File: src/rtl/if_fetch_queue.sv
// if_fetch_queue: fetch-to-decode decoupling FIFO that tags branch opcodes and empties on a mispredict flush.
// Latency: an entry written at edge N is presented to decode after edge N; there is no IN-to-OUT bypass.
// Backpressure: pc_we drops while full and comes from registered occupancy only (no path from out_ready).
//
// Ports:
//   clk, rst_n                   clock, asynchronous active-low reset
//   in_valid, pc_4_in, instr_in  fetched {PC+4, instruction} slot
//   flush                        mispredict flush; empties the queue at the next edge
//   out_ready                    decode accepts the head entry
//   pc_we                        fetch PC enable (queue not full)
//   out_valid, pc_4_out, instr_out, is_br_out   head entry; all zero while empty
//   count                        current occupancy
//   discard_cnt                  saturating count of flushes that dropped at least one entry

// fifo: generic circular FIFO with synchronous flush and occupancy-based full/empty.
// Latency: a write at edge N is readable after edge N; the read port shows zero while empty.
// Backpressure: writes are refused while full, even when a read frees a slot in the same cycle.
module fifo #(
  parameter int DEPTH = 4,
  parameter int W     = 8
) (
  input  logic                     clk,
  input  logic                     rst_n,
  input  logic                     flush,
  input  logic                     wr_vld,
  input  logic [W-1:0]             wr_dat,
  input  logic                     rd_rdy,
  output logic [W-1:0]             rd_dat,
  output logic [$clog2(DEPTH):0]   count,
  output logic                     full,
  output logic                     empty
);
  localparam int AW = $clog2(DEPTH);
  localparam int CW = AW + 1;
  localparam logic [CW-1:0] FULL_CNT = CW'(DEPTH);

  logic [W-1:0]  mem [DEPTH];
  logic [AW-1:0] wr_ptr;
  logic [AW-1:0] rd_ptr;
  logic          wr_fire;
  logic          rd_fire;

  // Pointers alone cannot tell full from empty; occupancy decides both.
  assign full    = (count == FULL_CNT);
  assign empty   = (count == '0);
  // Full blocks the write outright, so a slot freed by a same-cycle read is only writable next cycle.
  assign wr_fire = wr_vld && !full && !flush;
  assign rd_fire = rd_rdy && !empty && !flush;
  // Empty head reads as zero so decode sees a NOP rather than stale data left behind by a flush.
  assign rd_dat  = empty ? '0 : mem[rd_ptr];

  always_ff @(posedge clk or negedge rst_n) begin
    if (!rst_n) begin
      wr_ptr <= '0;
      rd_ptr <= '0;
      count  <= '0;
      for (int i = 0; i < DEPTH; i++) begin
        mem[i] <= '0;
      end
    end else if (flush) begin
      // Stored data is left in place; the zeroed count hides it.
      wr_ptr <= '0;
      rd_ptr <= '0;
      count  <= '0;
    end else begin
      if (wr_fire) begin
        mem[wr_ptr] <= wr_dat;
        wr_ptr      <= wr_ptr + 1'b1;
      end
      if (rd_fire) begin
        rd_ptr <= rd_ptr + 1'b1;
      end
      if (wr_fire && !rd_fire) begin
        count <= count + 1'b1;
      end else if (rd_fire && !wr_fire) begin
        count <= count - 1'b1;
      end
    end
  end
endmodule

module if_fetch_queue #(
  parameter int DEPTH = 4,
  parameter int DW    = 32
) (
  input  logic                   clk,
  input  logic                   rst_n,
  input  logic                   in_valid,
  input  logic [DW-1:0]          pc_4_in,
  input  logic [DW-1:0]          instr_in,
  input  logic                   flush,
  input  logic                   out_ready,
  output logic                   pc_we,
  output logic                   out_valid,
  output logic [DW-1:0]          pc_4_out,
  output logic [DW-1:0]          instr_out,
  output logic                   is_br_out,
  output logic [$clog2(DEPTH):0] count,
  output logic [15:0]            discard_cnt
);
  typedef struct packed {
    logic [DW-1:0] pc_4;
    logic [DW-1:0] instr;
    logic          is_br;
  } entry_t;

  entry_t wr_ent;
  entry_t head;
  logic   full;
  logic   empty;

  // Branch opcodes 101000 and 101001 share the top five bits, so bit 26 is a don't-care.
  always_comb begin
    wr_ent       = '0;
    wr_ent.pc_4  = pc_4_in;
    wr_ent.instr = instr_in;
    wr_ent.is_br = (instr_in[31:27] == 5'b10100);
  end

  fifo #(
    .DEPTH (DEPTH),
    .W     ($bits(entry_t))
  ) u_fifo (
    .clk    (clk),
    .rst_n  (rst_n),
    .flush  (flush),
    .wr_vld (in_valid),
    .wr_dat (wr_ent),
    .rd_rdy (out_ready),
    .rd_dat (head),
    .count  (count),
    .full   (full),
    .empty  (empty)
  );

  assign pc_we     = !full;
  assign out_valid = !empty;
  assign pc_4_out  = head.pc_4;
  assign instr_out = head.instr;
  assign is_br_out = head.is_br;

  // Only flushes that actually threw work away are counted.
  always_ff @(posedge clk or negedge rst_n) begin
    if (!rst_n) begin
      discard_cnt <= '0;
    end else if (flush && !empty && (discard_cnt != 16'hFFFF)) begin
      discard_cnt <= discard_cnt + 16'd1;
    end
  end
endmodule

File: config.mk
export PLATFORM = sky130hd
export DESIGN_NAME = if_fetch_queue
export DESIGN_NICKNAME = d
export VERILOG_FILES = /design/src/rtl/if_fetch_queue.sv
export SDC_FILE = /design/constraint.sdc
export NUM_CORES = 1
export LEC_CHECK = 0
export ABC_AREA = 1
export ABC_CLOCK_PERIOD_IN_PS = 2800
export CORE_MARGIN = 3
export CORE_UTILIZATION = 39
export CTS_BUF_LIST = sky130_fd_sc_hd__clkbuf_8
export CTS_CLUSTER_SIZE = 25
export DETAILED_ROUTE_END_ITERATION = 12
export PLACE_DENSITY_LB_ADDON = 0.25
export SKIP_LAST_GASP = 1
export SLEW_MARGIN = 25
export SYNTH_ARGS = -nofsm -noshare
export SYNTH_HDL_FRONTEND = slang
export SYNTH_SLANG_ARGS = --single-unit
File: constraint.sdc
create_clock -name clk -period 2.8 [get_ports clk]
set_clock_uncertainty 0.2 [all_clocks]
set_input_delay 0.84 -clock clk [delete_from_list [all_inputs] [get_ports clk]]
set_output_delay 0.84 -clock clk [all_outputs]
set_load 0.02 [all_outputs]
==> metrics.txt <==
I/O Pins 155; CTS H-tree depth 2; Lkg Pwr 8.157 nW; Synth Area in XOR/XNOR 0.007881; Tot GR Track Use 0.2015; worst slew pin tran 0.5558 ns; EDFF count, synth 0; DIE AREA 0.03645 mm2; post-synthesis async set-or-reset flop share 1.000; R2R Setup Slk a little over 0.6 ns; largest net degree at the start of global routing 117; Internal Dissipation ~12 mW; unrepaired setup endpoints after global routing yes; layout cell share with drive strength beyond 1 0.1914; commonest non-fill, non-tap cells in the layout nand2_1 (340), dfrtp_1 (281), o21ai_1 (247); area grow syn2layout 29.93%; number of global-route vias before repair 11173; CTS Sinks 283; Critical Path Start Type register; Hold Fails Final Rpt 0; Hold-fix buffers, CTS 0; sequential share of power 0.348; PD cells 1165 mW/mm2; CP Capture Type output pin; peak supply drop 0.0005703 V; global route overflow 0; status finished with violations; syn nets 1684; setup TNS -13.95 ns; post-synthesis sequential area ratio 0.5310; CORE AREA 0.03362 mm2; die width roughly 190 um; drt first pass iters 5; First DRT Iteration DRCs 745; Final ANT Viol Nets 0; synthesized area 0.01334 mm2; DIE HEIGHT about 190 um; Clock Power Share 0.201; Port Buffers 154; Worst EP arrival 2.04 ns; Tmin final 3.081 ns; switching portion of total power 0.3905; detailed-route via count 11313; CP max FO 7; Comb power frac 0.451; FMAX around 320 MHz; Synth Area in Simple Gates 0.1883; switching pwr between 7 and 8 mW; Via density 4.957; dominant synthesized flop cell dfrtp_1; Rel. slew slack 0.6295; adder-cell share of the synthesized area 0.006192; clock latency on the worst-skew pair about 0.55 ns; violated checks negative setup slack; CTS tree built; DP HPWL roughly 22 mm; Critical R2R Launch discard_cnt[0]$_DFFE_PN0P_; Antenna diodes 0; first-pass GRT wire length 59.79 mm; dpl cell area about 0.015 mm2; Tcrit/Tclk final 1.100; # setup viols final 65; Clk pin slew, worst setup/hold paths 0.06 ns; most common cell after layout, fill and taps aside nand2_1; Synth Area in Compound Gates 0.1819; Starting Density 0.3967; Crit Path Class reg -> out; Unique masters post-synth 31; Min-Delay Path Class in -> async; final WL 36.71 mm; largest family of logic cells by synthesized area simple AND/OR/NAND/NOR gates; Max clock buf depth 3; Worst Slack Setup Final -0.2811 ns; WP data required 1.76 ns; row count 67; Max Transition Viols Final 0; worst-case hold slack 0.02901 ns; Finished Cell Area 0.01733 mm2; Syn Area/Cell 8.289 um2; R2R cell count 8; drt wl/cell 16.09 um; # nets final 1870; clock buffer count from CTS 50; initial antenna violation count 0; RR Endpoint discard_cnt[8]$_DFFE_PN0P_; mux cell area share after synthesis 0; Yosys warning total 0; CTS root buf clkbuf_8; maxcap violations 0; DR DRC count 0; Synth Instances 1609; FF+latch count, synth 283; GPL Wtd Cong 0.8167
[state kept, by name (all words and copies together) (netlist names)]
name           count
discard_cnt       16
u_fifo.mem       260
u_fifo.rd_ptr      2
u_fifo.count       3
u_fifo.wr_ptr      2
[cell usage after synthesis (4+ instances only)]
cell      count  area (um2)
buf_6        38       427.9
o21ai_1     161       805.8
nand2_4       6       67.56
ha_1          5       62.56
nor2_1      270        1013
xor2_1        6       52.55
buf_4        10       75.07
nand2_1     340        1276
nor3_1        4       20.02
inv_1        89       334.1
o21ai_0     214        1071
buf_2        19       95.09
a21oi_1      73       365.4
dfrtp_1     283        7082
clkbuf_1     36       135.1
o21ai_2      21       183.9
xnor2_1       6       52.55
nand3_1      11       55.05
[critical path, cell delays in order (launching register included)]
cell and delay [ns]:
dfrtp_4 0.53, clkinv_8 0.15, buf_12 0.17, buf_6 0.12, a21oi_2 0.10, o21ai_1 0.07, a21oi_1 0.15, buf_4 0.18
[power groups by stage]
stage | sequential [mW] | combinational [mW] | clock, mW
finish | 7.02 | 9.10 | 4.06
global route | 7.22 | 10.1 | 4.39
CTS | 6.87 | 8.33 | 4.20
detailed placement | 6.88 | 7.99 | 0
global placement | 6.83 | 7.88 | 0
floorplan | 6.70 | 4.84 | 0
[layer usage]
| layer | GRT usage | wire length, um | vias up |
|---|---|---|---|
| met5 | 0 | 0 | - |
| met4 | 0.04347 | 663 | 0 |
| met3 | 0.03393 | 1889 | 51 |
| met2 | 0.3318 | 17300 | 266 |
| met1 | 0.2816 | 16850 | 5403 |
| li1 | - | - | 5593 |
[worst max-delay path by stage]
| stage | start | end |
|---|---|---|
| 6_report | u_fifo.rd_ptr[0]$_DFFE_PN0P_ | is_br_out |
| 5_1_grt | u_fifo.rd_ptr[0]$_DFFE_PN0P_ | pc_4_out[19] |
| 4_1_cts | u_fifo.rd_ptr[0]$_DFFE_PN0P_ | pc_4_out[25] |
| 3_5_place_dp | u_fifo.rd_ptr[0]$_DFFE_PN0P_ | pc_4_out[5] |
| 3_3_place_gp | u_fifo.rd_ptr[0]$_DFFE_PN0P_ | pc_4_out[7] |
| 2_1_floorplan | u_fifo.count[2]$_DFFE_PN0P_ | instr_out[0] |
[repair_timing]
item / 4_1_cts / 5_1_grt
endpoints found under the setup margin: 67 / 65
hold endpoints to repair: 0 / 0
setup buffers: 5 / 8
gates cloned: 7 / 7
pin swaps: 37 / 69
resized for setup: 370 / 179
[cell families after synthesis]
family / Yosys count
simple gates: 640
compound gates: 469
flops: 283
buf+inv: 199
xor+xnor: 12
fa+ha+maj: 6
[stage by stage]
| step | util | setup WS (ns) | std cells | power [mW] |
|---|---|---|---|---|
| final | 0.5155 | -0.2811 | 2282 | 20.18 |
| after global routing | 0.5155 | -0.3697 | 2282 | 21.71 |
| after CTS | 0.4973 | -0.3005 | 2269 | 19.40 |
| after detailed placement | 0.4583 | -0.1379 | 2167 | 14.86 |
| after global placement | 0.4583 | -0.1281 | 2167 | 14.71 |
| after floorplan | - | 0.1595 | 1609 | 11.54 |
[cell type report]
| class | instances | area [um2] |
|---|---|---|
| Timing Repair Buffer | 242 | 2794 |
| Sequential cell | 283 | 7087 |
| Fill cell | 3202 | 16290 |
| Tap cell | 448 | 560.5 |
| Inverter | 91 | 359.1 |
| Multi-Input combinational cell | 1127 | 5440 |
| Clock buffer | 67 | 922.1 |
| Clock inverter | 24 | 165.2 |
Note: power is estimated with default switching activity, not from simulation.
